File: config.mk
export PLATFORM = sky130hd
export DESIGN_NAME = dft_bin_engine
export DESIGN_NICKNAME = d
export VERILOG_FILES = /design/src/rtl/dft_bin_engine.sv
export SDC_FILE = /design/constraint.sdc
export NUM_CORES = 1
export LEC_CHECK = 0
export BUFFER_PORTS_ARGS = -buffer_cell sky130_fd_sc_hd__buf_4
export CAP_MARGIN = 40
export CORE_MARGIN = 2
export CORE_UTILIZATION = 25
export CTS_CLUSTER_DIAMETER = 50
export DETAILED_ROUTE_END_ITERATION = 6
export HOLD_SLACK_MARGIN = 0.05
export PLACE_DENSITY = 0.42
export SLEW_MARGIN = 20
export SYNTH_ARGS = -nofsm -noshare
export SYNTH_HDL_FRONTEND = slang
export SYNTH_SLANG_ARGS = --single-unit
File: constraint.sdc
create_clock -name clk -period 5 [get_ports clk]
set_input_delay 0.5 -clock clk [delete_from_list [all_inputs] [get_ports clk]]
set_output_delay 0.5 -clock clk [all_outputs]
set_load 0.01 [all_outputs]
File: src/rtl/dft_bin_engine.sv
// Direct N-point DFT sequencer: drives external FP32 cores/ROMs and emits |X[k]|^2 per bin.
// Optional macro DFT_RAW_OUT_EN adds raw_re/raw_im outputs carrying the final accumulators.
module dft_bin_engine #(
  parameter int unsigned ADDR_W  = 8,
  parameter int unsigned ROM_LAT = 1,
  parameter int unsigned MUL_LAT = 4,
  parameter int unsigned ADD_LAT = 4
) (
  input  logic              clk,
  input  logic              rst,
  input  logic              start,
  input  logic [ADDR_W-1:0] bin_first,
  input  logic [ADDR_W-1:0] bin_last,
  output logic              busy,
  output logic              done,
  output logic [ADDR_W-1:0] rom_i_addr,
  output logic [ADDR_W-1:0] rom_tw_addr,
  input  logic [31:0]       rom_i_data,
  input  logic [31:0]       rom_cos_data,
  input  logic [31:0]       rom_sin_data,
  output logic [31:0]       mul1_a,
  output logic [31:0]       mul1_b,
  output logic [31:0]       mul2_a,
  output logic [31:0]       mul2_b,
  input  logic [31:0]       mul1_res,
  input  logic [31:0]       mul2_res,
  output logic [31:0]       add1_a,
  output logic [31:0]       add1_b,
  output logic [31:0]       add2_a,
  output logic [31:0]       add2_b,
  input  logic [31:0]       add1_res,
  input  logic [31:0]       add2_res,
  output logic [31:0]       mag_data,
  output logic [ADDR_W-1:0] mag_bin,
  output logic              mag_valid,
`ifdef DFT_RAW_OUT_EN
  output logic [31:0]       raw_re,
  output logic [31:0]       raw_im,
`endif
  input  logic              mag_ready
);

  localparam int unsigned MAX_LAT = (ROM_LAT > MUL_LAT) ?
                                    ((ROM_LAT > ADD_LAT) ? ROM_LAT : ADD_LAT) :
                                    ((MUL_LAT > ADD_LAT) ? MUL_LAT : ADD_LAT);
  localparam int unsigned CNT_W   = $clog2(MAX_LAT + 2);

  typedef enum logic [2:0] {IDLE, FETCH, MUL, ACC, MAG_MUL, MAG_ADD, OUT, DONE} state_t;

  state_t              state, state_next;
  logic [CNT_W-1:0]    cnt;
  logic [ADDR_W-1:0]   k, k_last, n, tw;
  logic [31:0]         re_acc, im_acc;
  logic                cnt_clr, accept, next_bin, ld_addr, ld_mul, ld_add, cap_acc;
  logic                ld_mag_mul, ld_mag_add, cap_mag, hs;
  logic                clr_bin;

  always_ff @(posedge clk) begin
    if (!rst) state <= IDLE;
    else      state <= state_next;
  end

  // Next state and per-cycle datapath strobes; ACC has one extra cycle after capture.
  always_comb begin
    state_next = state;
    cnt_clr    = 1'b0;
    accept     = 1'b0;
    next_bin   = 1'b0;
    ld_addr    = 1'b0;
    ld_mul     = 1'b0;
    ld_add     = 1'b0;
    cap_acc    = 1'b0;
    ld_mag_mul = 1'b0;
    ld_mag_add = 1'b0;
    cap_mag    = 1'b0;
    hs         = 1'b0;
    case (state)
      IDLE: if (start) begin
        accept  = 1'b1;
        cnt_clr = 1'b1;
        if (bin_first > bin_last) state_next = DONE;
        else begin
          state_next = FETCH;
          ld_addr    = 1'b1;
        end
      end
      FETCH: if (cnt == CNT_W'(ROM_LAT - 1)) begin
        state_next = MUL;
        ld_mul     = 1'b1;
        cnt_clr    = 1'b1;
      end
      MUL: if (cnt == CNT_W'(MUL_LAT - 1)) begin
        state_next = ACC;
        ld_add     = 1'b1;
        cnt_clr    = 1'b1;
      end
      ACC: begin
        if (cnt == CNT_W'(ADD_LAT - 1)) cap_acc = 1'b1;
        if (cnt == CNT_W'(ADD_LAT)) begin
          cnt_clr = 1'b1;
          // n wrapped to 0 on the capture: last sample of this bin is done
          if (n == '0) begin
            state_next = MAG_MUL;
            ld_mag_mul = 1'b1;
          end else begin
            state_next = FETCH;
            ld_addr    = 1'b1;
          end
        end
      end
      MAG_MUL: if (cnt == CNT_W'(MUL_LAT - 1)) begin
        state_next = MAG_ADD;
        ld_mag_add = 1'b1;
        cnt_clr    = 1'b1;
      end
      MAG_ADD: if (cnt == CNT_W'(ADD_LAT - 1)) begin
        state_next = OUT;
        cap_mag    = 1'b1;
        cnt_clr    = 1'b1;
      end
      OUT: if (mag_ready) begin
        hs      = 1'b1;
        cnt_clr = 1'b1;
        if (k == k_last) state_next = DONE;
        else begin
          state_next = FETCH;
          next_bin   = 1'b1;
          ld_addr    = 1'b1;
        end
      end
      DONE: begin
        state_next = IDLE;
        cnt_clr    = 1'b1;
      end
      default: state_next = IDLE;
    endcase
  end

  assign clr_bin = accept | next_bin;

  always_ff @(posedge clk) begin
    if (!rst) begin
      cnt         <= '0;
      k           <= '0;
      k_last      <= '0;
      n           <= '0;
      tw          <= '0;
      re_acc      <= '0;
      im_acc      <= '0;
      rom_i_addr  <= '0;
      rom_tw_addr <= '0;
      mul1_a      <= '0;
      mul1_b      <= '0;
      mul2_a      <= '0;
      mul2_b      <= '0;
      add1_a      <= '0;
      add1_b      <= '0;
      add2_a      <= '0;
      add2_b      <= '0;
      mag_data    <= '0;
      mag_bin     <= '0;
      mag_valid   <= 1'b0;
      busy        <= 1'b0;
      done        <= 1'b0;
`ifdef DFT_RAW_OUT_EN
      raw_re      <= '0;
      raw_im      <= '0;
`endif
    end else begin
      cnt <= cnt_clr ? '0 : cnt + CNT_W'(1);
      if (accept) begin
        k      <= bin_first;
        k_last <= bin_last;
      end
      if (next_bin) k <= k + ADDR_W'(1);
      if (clr_bin) begin
        re_acc <= '0;
        im_acc <= '0;
        n      <= '0;
        tw     <= '0;
      end
      if (ld_addr) begin
        rom_i_addr  <= clr_bin ? '0 : n;
        rom_tw_addr <= clr_bin ? '0 : tw;
      end
      if (ld_mul) begin
        mul1_a <= rom_i_data;
        mul1_b <= rom_cos_data;
        mul2_a <= rom_i_data;
        mul2_b <= rom_sin_data;
      end
      // im accumulates -x*sin by flipping the product sign
      if (ld_add) begin
        add1_a <= re_acc;
        add1_b <= mul1_res;
        add2_a <= im_acc;
        add2_b <= {~mul2_res[31], mul2_res[30:0]};
      end
      if (cap_acc) begin
        re_acc <= add1_res;
        im_acc <= add2_res;
        n      <= n + ADDR_W'(1);
        tw     <= tw + k;
      end
      if (ld_mag_mul) begin
        mul1_a <= re_acc;
        mul1_b <= re_acc;
        mul2_a <= im_acc;
        mul2_b <= im_acc;
      end
      if (ld_mag_add) begin
        add1_a <= mul1_res;
        add1_b <= mul2_res;
      end
      if (cap_mag) begin
        mag_data  <= add1_res;
        mag_bin   <= k;
        mag_valid <= 1'b1;
`ifdef DFT_RAW_OUT_EN
        raw_re    <= re_acc;
        raw_im    <= im_acc;
`endif
      end
      if (hs) mag_valid <= 1'b0;
      busy <= (state_next != IDLE);
      done <= (state == DONE);
    end
  end

endmodule

==> flow_metrics.env <==
export IMPL_status="completed"
export IMPL_drtPass1Iterations=6
export IMPL_crit_arrival_ns=3.32
export IMPL_gp_congestion=0.828
export IMPL_clock_tree_buffer_depth=3
export IMPL_post_cts_buffers=0
export IMPL_ys_ff_latch=417
export IMPL_slew_headroom=0.463
export IMPL_cpLargestDelayFamily="buffers and inverters"
export IMPL_cp_slowest_stage_delay_ns=0.51
export IMPL_worst_slack_ns=2.23
export IMPL_dieArea_um2=67400
export IMPL_fill_cells=6738
export IMPL_async_flop_share=0
export IMPL_yosys_top_cells_area="dfxtp_1, nand2_1, a21oi_1"
export IMPL_drtIter0Drc=1234
export IMPL_synth_xor_area_frac=0.00644
export IMPL_power_density_nw_per_um2=416
export IMPL_cts_tree="built"
export IMPL_final_core_util=0.365
export IMPL_worstHoldPathCells=2
export IMPL_port_buffers=558
export IMPL_synth_edff_count=0
export IMPL_drive_gt1_frac=0.287
export IMPL_ios=559
export IMPL_synth_top_family_by_area="compound AO/OA/AOI/OAI gates"
export IMPL_htreeDepth=2
export IMPL_setup_worst_path_end_class="register"
export IMPL_worst_path_max_fanout=67
export IMPL_p_leak_nw=9.28
export IMPL_clkTransAtPathRegs_ns=0.06
export IMPL_grt_overflow=0
export IMPL_drc_errors=0
export IMPL_seq_area_frac_synth=0.511
export IMPL_hold_viol_final=0
export IMPL_fin_worst_skew_ns=0.0234
export IMPL_cp_depth=9
export IMPL_wire_per_inst_um=22.4
export IMPL_insertion_delay_ns=0.61
export IMPL_synthCells=1928
export IMPL_root_buffer="clkbuf_16"
export IMPL_slew_viol_final=0
export IMPL_crit_top_cell="buf_4"
export IMPL_viasPerCell=4.88
export IMPL_post_route_period_util=0.555
export IMPL_syn_area_um2=16300
export IMPL_ff2ff_path_depth=9
export IMPL_finalPower_mw=9.78
export IMPL_synth_compound_area_frac=0.238
export IMPL_cts_sinks=417
export IMPL_synth_distinct_cells=59
export IMPL_avgSynthCellArea_um2=8.47
export IMPL_grt_start_max_net_pins=130
export IMPL_path_cells="inv_1, ha_1, or3b_1, nor2_4, buf_4, buf_4, buf_16, a22oi_1, a21oi_1"
export IMPL_fp_dieH_um=260
export IMPL_cp_start_kind="register"
export IMPL_worst_pin_slew_ns=0.800
export IMPL_fin_nets=2681
export IMPL_ant_nets=0
export IMPL_grt_pass1_vias=15700
export IMPL_grt_pass1_wl_mm=107
export IMPL_synth_area_leader_cell="dfxtp_1"
export IMPL_hold_worst_slack_ns=0.0899
export IMPL_yosys_area_share_simple=0.174
export IMPL_crit_type="register to register"
export IMPL_synth_mux_area_frac=0.000690
export IMPL_rsz0062_at_grt="no"
export IMPL_hp_class="input pin to register"
export IMPL_rows=93
export IMPL_fin_tns_setup_ns=0
export IMPL_dpl_hpwl_mm=54.2
export IMPL_floorplan_initialDensity=0.253
export IMPL_dieWidth_um=260
export IMPL_pre_cts_ws_ns=2.21
export IMPL_cp_buffers_inverters=4
export IMPL_antenna_found_initial=11
export IMPL_area_growth_pct=43.9
export IMPL_max_cap_viol_count=0
export IMPL_core_um2=64500
export IMPL_cts_inserted_buffers=60
export IMPL_grtUsageTotal=0.211
export IMPL_setup_violations=0
export IMPL_yosysWarningCount=0
export IMPL_syn_nets=2194
export IMPL_vias=16200
export IMPL_yosysTopAreaCellShare=0.511
export IMPL_required_ns=5.55
export IMPL_crit_slowest_cell="buf_4"
export IMPL_min_period_ns=2.77
export IMPL_ir_drop_mv=0.252
export IMPL_synth_fa_ha_area_frac=0.0173
export IMPL_max_freq_mhz=361
export IMPL_wirelength_mm=74.6
export IMPL_ys_flop_type="dfxtp_1"
[stage by stage]
stage	instances	instance area, um2
after CTS	3318	23500
after global routing	3324	23500
after floorplan	1928	16300
after global placement	3192	21000
final	3325	23500
after detailed placement	3204	21300
[logic make-up (layout without fill, tap and decap cells)]
kind of cell             Yosys count  count (layout)
AND/OR/NAND/NOR                  697             697
adder cells (fa/ha/maj)           22              22
XOR/XNOR                          12              12
buffers and inverters            190             726
flip-flops                       417             417
multiplexers                       1               1
other                              0               6
AO/OA/AOI/OAI                    589             589
[placed cells by master (no fill, tap or decap), types with 11 or more instances in the layout]
cell type / instances
buf_4: 574
nand2_1: 521
dfxtp_1: 417
a21oi_1: 253
a22oi_1: 129
nor2_1: 89
a22o_1: 71
a311oi_1: 64
clkbuf_16: 60
o21ai_0: 32
inv_1: 23
ha_1: 21
nand4_1: 20
nand3_1: 19
clkbuf_8: 12
xnor2_1: 11
a31oi_1: 11
[cells in the mapped netlist, types with 5 or more instances]
library cell	instances
buf_4	12
clkbuf_1	81
a21oi_1	253
nand4_1	20
a31oi_1	11
a311oi_1	64
nor3_1	8
nor2_1	91
inv_1	24
o21ai_0	33
a22o_1	71
xnor2_1	11
buf_1	5
nand2_1	522
nand3_1	21
buf_2	63
dfxtp_1	417
a22oi_1	129
ha_1	21
[worst reg2reg max path: cells and delay by family (launching register included)]
| family | cells | cell delay [ns] |
|---|---|---|
| adders and majority gates | 1 | 0.24 |
| buffers and inverters | 4 | 1.22 |
| and+or+nand+nor | 2 | 0.56 |
| DFF | 1 | 0.32 |
| AOI/OAI and AO/OA | 2 | 0.36 |
[report_power, final]
| part | internal, mW | total (mW) | switching, mW | leakage, nW |
|---|---|---|---|---|
| combinational | 0.673 | 1.58 | 0.907 | 4.88 |
| clock | 2.81 | 4.49 | 1.69 | 1.03 |
| sequential | 3.53 | 3.71 | 0.179 | 3.37 |
[timing repair]
| item | CTS | global route |
|---|---|---|
| hold buffers | 3 | 0 |
| setup endpoints to repair | 0 | 0 |
| endpoints found under the hold margin | 3 | 0 |
| resized for setup | 0 | 0 |
[layout make-up]
class / count / area, um2 / share of cell area
well taps: 855 / 1070 / 0.0455
flip-flops and latches: 417 / 8350 / 0.355
clock buffers: 80 / 1700 / 0.0722
diodes: 6 / 15.0 / 0.000639
repair buffers: 591 / 4670 / 0.199
inverters: 24 / 97.6 / 0.00415
multi-input cells: 1321 / 7170 / 0.305
clock inverters: 31 / 428 / 0.0182
[final timing paths]
path                              endpoint  slack [ns]          from
worst min-delay path            im_acc[24]        0.09  add2_res[24]
worst max-delay path            mul2_b[18]        2.23        cnt[0]
worst min register to register   mul2_a[8]        0.45     mul2_a[8]
worst max register to register  mul2_b[18]        2.23        cnt[0]
[routing by layer]
layer  routed length (um)  track usage
met1                29600        0.251
met2                37700        0.371
met3                 4900       0.0498
met4                 2340       0.0696
met5                   55            0
Power figures use the tool's default switching activity.
